## src/rtl/mmda_seq.sv

```systemverilog
// Control sequencer for the 3x3 distributed-arithmetic matrix-vector unit.
// Optional signed-MSB subtract step is enabled by defining MMDA_SIGNED_EN.
module mmda_seq #(
    parameter int DW  = 8,
    parameter int CW  = 5,
    parameter int OCW = 16
) (
    input  logic           clk,
    input  logic           reset,
    input  logic           start_valid,
    output logic           start_ready,
    input  logic           res_ready,
    input  logic           abort,
    output logic           ld_en,
    output logic           acc_clr,
    output logic           acc_en,
    output logic           acc_sub,
    output logic [CW-1:0]  bit_idx,
    output logic           res_valid,
    output logic           busy,
    output logic [OCW-1:0] op_cnt
);

    typedef enum logic [1:0] {
        S_IDLE,
        S_LOAD,
        S_RUN,
        S_HOLD
    } state_t;

    state_t         r_state;
    state_t         w_next;
    logic [CW-1:0]  r_bit_idx;
    logic [CW-1:0]  w_bit_idx_nxt;
    logic [OCW-1:0] r_op_cnt;
    logic [OCW-1:0] w_op_cnt_nxt;
    logic           w_last;

    assign w_last = (r_bit_idx == CW'(DW - 1));

    always_ff @(posedge clk or negedge reset) begin
        if (!reset) begin
            r_state   <= S_IDLE;
            r_bit_idx <= '0;
            r_op_cnt  <= '0;
        end else begin
            r_state   <= w_next;
            r_bit_idx <= w_bit_idx_nxt;
            r_op_cnt  <= w_op_cnt_nxt;
        end
    end

    // abort outranks every other input, including a pending result handshake
    always_comb begin
        w_next        = r_state;
        w_bit_idx_nxt = r_bit_idx;
        w_op_cnt_nxt  = r_op_cnt;
        if (abort) begin
            w_next        = S_IDLE;
            w_bit_idx_nxt = '0;
        end else begin
            unique case (r_state)
                S_IDLE: begin
                    if (start_valid) begin
                        w_next = S_LOAD;
                    end
                end
                S_LOAD: begin
                    w_next        = S_RUN;
                    w_bit_idx_nxt = '0;
                end
                S_RUN: begin
                    if (w_last) begin
                        w_next        = S_HOLD;
                        w_bit_idx_nxt = '0;
                    end else begin
                        w_bit_idx_nxt = r_bit_idx + 1'b1;
                    end
                end
                S_HOLD: begin
                    if (res_ready) begin
                        w_next       = S_IDLE;
                        w_op_cnt_nxt = r_op_cnt + 1'b1;
                    end
                end
                default: begin
                    w_next        = S_IDLE;
                    w_bit_idx_nxt = '0;
                end
            endcase
        end
    end

    assign start_ready = (r_state == S_IDLE);
    assign busy        = (r_state != S_IDLE);
    assign ld_en       = (r_state == S_LOAD);
    assign acc_clr     = (r_state == S_LOAD);
    assign acc_en      = (r_state == S_RUN);
    assign res_valid   = (r_state == S_HOLD);
    assign bit_idx     = r_bit_idx;
    assign op_cnt      = r_op_cnt;

`ifdef MMDA_SIGNED_EN
    // two's-complement MSB carries negative weight
    assign acc_sub = (r_state == S_RUN) && w_last;
`else
    assign acc_sub = 1'b0;
`endif

endmodule

```

## config.mk

```make
export PLATFORM = sky130hd
export DESIGN_NAME = mmda_seq
export DESIGN_NICKNAME = d
export VERILOG_FILES = /design/src/rtl/mmda_seq.sv
export SDC_FILE = /design/constraint.sdc
export NUM_CORES = 1
export LEC_CHECK = 0
export CAP_MARGIN = 5
export CORE_MARGIN = 10
export CORE_UTILIZATION = 25
export DETAILED_ROUTE_END_ITERATION = 10
export GPL_TIMING_DRIVEN = 0
export PLACE_DENSITY = 0.49
export SETUP_SLACK_MARGIN = 0.4
export SLEW_MARGIN = 15
export SYNTH_ARGS = -nofsm -noshare
export SYNTH_HDL_FRONTEND = slang
export SYNTH_SLANG_ARGS = --single-unit
```

## constraint.sdc

```tcl
create_clock -name clk -period 4.7 [get_ports clk]
set_clock_uncertainty 0.05 [all_clocks]
set_input_delay 0.705 -clock clk [delete_from_list [all_inputs] [get_ports clk]]
set_output_delay 0.705 -clock clk [all_outputs]
set_load 0.01 [all_outputs]
```

; ---- Word-level counts from Yosys, hierarchy flattened
; Index checks and enable logic that the tools add are counted.
[op_classes]
eq_ne = 7
addsub = 2
n_reduce_logical = 5
bitwise_logic = 1
mux = 8
[ops]
columns = cell, count
row1 = $add A16 B1 Y16 const B, 1
row2 = $mux W5, 2
row3 = $pmux W5 S2, 1
row4 = $mux W2, 4
row5 = $pmux W2 S4, 1
row6 = $ne A3 B2 Y1 const B, 2
row7 = $reduce_and A3 Y1, 2
row8 = $add A5 B1 Y5 const B, 1
row9 = $eq A5 B3 Y1 const B, 1
row10 = $eq A2 B2 Y1 const B, 2
row11 = $ne A3 B3 Y1 const B, 1
row12 = $reduce_bool A3 Y1, 1
row13 = $eq A2 B1 Y1 const B, 1
row14 = $logic_not A2 Y1, 1
row15 = $reduce_bool A2 Y1, 1
row16 = $not A1 Y1, 1
[word_totals]
out_inout_bits = 28
ff_bits = 23
elab_cells = 26
input_bits = 5

; ---- Depth between registers and ports, before layout
[logic_depth]
word_depth = 4
ltp_mapped = 7
ltp_nobuf = 6

; ---- Worst setup path before layout
; OpenSTA, ideal clock, no wires.
[synth_timing]
path_type = input to register
start = input abort
end = register r_op_cnt[11] (netlist: op_cnt[11])
setup_ns = 0.125
slack_ns = 2.882
path_stages = 5
path_buffers = 1
required_time_ns = 4.525
arrival_time_ns = 1.644
path_cell_list = buf_6 -> nand3b_4 -> nor4_4 -> nand3_1 -> xnor2_1
[synth_via]
elab_chain_cells = 2
[synth_rtl]
columns = item, line
row1 = "start, declared", 13  ; input logic abort,
row2 = $not A1 Y1 (no line), -
row3 = $reduce_and A3 Y1 (no line), -
row4 = "end signal, assigned", 49  ; r_op_cnt <= w_op_cnt_nxt;
row5 = "end, declared", 35  ; logic [OCW-1:0] r_op_cnt;
; Every way passes these cells.
; A chain may end at the register's enable or synchronous reset.

; ---- Worst setup path after layout
[layout_timing]
start = register r_state[1]
end = output ld_en
[layout_via]
elab_chain_cells = 1
[layout_rtl]
columns = item, line
row1 = "start, declared", 31  ; state_t r_state;
row2 = "start signal, assigned", 47  ; r_state <= w_next;
row3 = $eq A2 B1 Y1, 96  ; assign ld_en = (r_state == S_LOAD);
row4 = "end, declared", 14  ; output logic ld_en,
; Every way passes these cells.

==> impl_metrics.toml <==
[power]
pwr_density_cell_mw_per_mm2 = 361
worst_ir_drop_vdd_mv = 0.143
clockPowerShare_pct = 21.2
power_frac_comb_pct = 38.0
cell_internal_pwr_uw = 390
p_switching_uw = 194
static-leakage-power_nw = 0.766
power.share.switching_pct = 33.2
seqPwrFrac_pct = 40.8

[status]
outcome = "finished clean"

[yosys]
synth-compound-area-share_pct = 7.46
area_share_of_the_largest_cell_type_after_synthesis_pct = 47.7
fraction_of_the_yosys_area_taken_by_sequential_cells_pct = 47.7
leading_area_contributor_after_synthesis = "dfrtp_1"
netlist-cell-type-count = 30
synth.top_cells.by_area = "dfrtp_1 (48%), ha_1 (7.3%), xnor2_1 (7.3%), nand3_1 (5.0%), xor2_1 (3.6%)"
synthesis.instances = 114
mappedNetlistNets = 126
largest_family_of_logic_cells_by_synthesized_area = "simple AND/OR/NAND/NOR gates"
yosys_warnings = 0
synth.ff_latch_count = 23
synth_commonest_cells = "dfrtp_1 (23), nand3_1 (12), xnor2_1 (10), nand2_1 (8), ha_1 (7)"
synth_enable_flop_cells = 0
synth-main-ff-cell = "dfrtp_1"
netlist_area_mm2 = 0.00121
synth_mux_area_share_pct = 0.933
post_synth_and_or_nand_nor_area_fraction_pct = 21.1
synth_async_sr_flop_share_pct = 100
synthesis.area_per_instance_um2 = 10.6
synthesized_area_fraction_occupied_by_xor_and_xnor_cells_pct = 10.9
synth_adder_area_share_pct = 7.25
synthMostInstantiatedCell = "dfrtp_1"

[critical_path]
critPathCaptureType = "primary output"
cp_max_fo = 5
critPathKind = "reg -> out"
worst_setup_path_start_kind = "flop"
cp_data_required_time_ns = 3.94
arrival_ns = 1.71

[route]
number_of_drc_markers_in_iteration_0 = 35
remaining_routing_drc_violations = 0
routed_wirelength_um = 2720
postRouteAntennaNets = 0
detailroute.via_count = 922
route.detailed.wl_per_inst_um = 13.5
drt_pre_antenna_iters = 3
detail_route.vias_per_cell = 4.56

[place]
routability_driven_placement_congestion_ratio = 0.722
place_worst_setup_slack_ns = 2.37
place.port_buffers = 30
dp.cells = 198
post-dp-hpwl_um = 2170

[clock_network]
clock_latency_of_the_later_clocked_register_in_the_worst_skew_pair_ns = 0.26
cts-buffers-inserted = 3
tritoncts = "yes"
cts_max_level = 1
cts_hold_buffers = 0
cts.clk_slew.worst_paths_ns = 0.09
cts-root-to-sink-buffers = 2
root_buffer = "clkbuf_8"
post_cts_resize_count = 0
post-cts-setup-buffer-count = 0
clkSinkCount = 23

[grt]
gr-usage-all-layers_pct = 7.15
grt_pass1_vias = 932
overflow = 0
wire_length_of_the_first_global_routing_pass_um = 4560
grt_start_max_net_pins = 24
grt_antenna_before_repair = 0

[timing]
finalHoldViolations = 0
final-setup-viol-count = 0
grt_setup_unrepaired = "no"
maxSlewHeadroom_pct = 65.4
setup_ws_ns = 2.24
max_slew.worst_pin.slew_ns = 0.520
max_clock_freq_mhz = 406
final_max_slew_viol_count = 0
setup-tns-final_ns = 0
post-route-period-util_pct = 52.4
period_minus_slack_ns = 2.46

[job]
number_of_maximum_capacitance_constraint_violations = 0

[floorplanning]
dieArea_mm2 = 0.00801
design.portCount = 33
die_y_um = 89.5
die-width_um = 89.5
core_area_mm2 = 0.00469
floorplan.initialDensity_pct = 25.7
num_rows = 25

[min_path]
timing.hold.worst.class = "in -> async"

[finish]
areaGrowthSynthToFinish_pct = 33.9
layout.nets = 161
antennaDiodeCount = 0
number_of_standard_cells_in_the_final_layout_excluding_fillers = 202
final_layout_size_suffix_gt1_share_pct = 8.11
path summary, 6_finish.rpt:
path,slack [ns],to,start,cells after the start
min,0.35,op_cnt[3]$_DFFE_PN0P_,reset,1
min reg2reg,0.43,op_cnt[15]$_DFFE_PN0P_,op_cnt[15]$_DFFE_PN0P_,1
max reg2reg,2.89,bit_idx[3]$_DFFE_PN0P_,r_state[0]$_DFFE_PN0P_,6
max in group asynchronous,3.89,bit_idx[3]$_DFFE_PN0P_,reset,1
min in group clk,0.43,op_cnt[15]$_DFFE_PN0P_,op_cnt[15]$_DFFE_PN0P_,1
max,2.24,ld_en,r_state[1]$_DFFE_PN0P_,4
cell type report:
cell class / instances / area [um^2]
Clock buffer: 3 / 41.3
Sequential cell: 23 / 576
Buffer: 4 / 30.0
Multi-Input combinational cell: 81 / 579
Clock inverter: 1 / 5.00
Inverter: 6 / 22.5
Tap cell: 54 / 67.6
Fill cell: 482 / 3080
Timing Repair Buffer: 30 / 295
metrics by stage:
step / hold WS [ns] / utilization [%] / total power, mW / area, um^2
after floorplan: 0.359 / - / 0.364 / 1210
after global placement: 0.410 / 33.6 / 0.466 / 1580
after detailed placement: 0.418 / 33.6 / 0.471 / 1580
after CTS: 0.430 / 34.6 / 0.597 / 1620
after global routing: 0.394 / 34.5 / 0.625 / 1620
final: 0.353 / 34.5 / 0.584 / 1620
cells by family (layout without fill, tap and decap cells):
| group | after synthesis | in the layout |
|---|---|---|
| multiplexers | 1 | 1 |
| other | 1 | 1 |
| buffers and inverters | 10 | 44 |
| adder cells (fa/ha/maj) | 7 | 7 |
| XOR/XNOR | 15 | 15 |
| AO/OA/AOI/OAI | 14 | 14 |
| AND/OR/NAND/NOR | 43 | 43 |
| flip-flops | 23 | 23 |
sequential cells by signal, summed over array words and instances, names as in the netlist:
name and cells:
bit_idx 5, r_state 2, op_cnt 16
critical path, stage by stage (launching register included):
cell and delay, ns:
dfrtp_1 0.42, inv_1 0.12, ha_1 0.25, buf_4 0.13
clkdlybuf4s50_1 0.52
cell usage in the layout (no fill, tap or decap), drive strengths merged:
master / instances
nand4: 1
nand2b: 2
a21o: 1
clkdlybuf4s50: 29
dfrtp: 23
nand3b: 2
and3: 4
mux2: 1
clkbuf: 4
nor4: 1
nor3b: 1
nor2b: 1
xor2: 5
o311a: 1
a31oi: 1
nor3: 5
a21oi: 4
conb: 1
nand3: 12
clkinv: 1
inv: 6
xnor2: 10
buf: 4
o21ai: 4
ha: 7
nor2: 6
o41ai: 2
a22o: 1
nand2: 8
metal layers:
metal / track usage [%] / wire (um) / up-vias / share of wire (%)
met5: 0 / 0 / - / 0
met4: 3.03 / 52 / 0 / 1.9
met3: 2.19 / 184 / 4 / 6.8
met2: 12.3 / 1370 / 23 / 50
met1: 7.98 / 1110 / 441 / 41
li1: - / - / 454 / -
power by group through the flow:
stage	registers [mW]	logic, mW	clock network, mW
4_1_cts	0.239	0.229	0.129
5_1_grt	0.243	0.248	0.134
3_3_place_gp	0.242	0.223	0
2_1_floorplan	0.243	0.121	0
6_report	0.238	0.222	0.124
3_5_place_dp	0.243	0.228	0
Note: power is estimated with default switching activity, not from simulation.
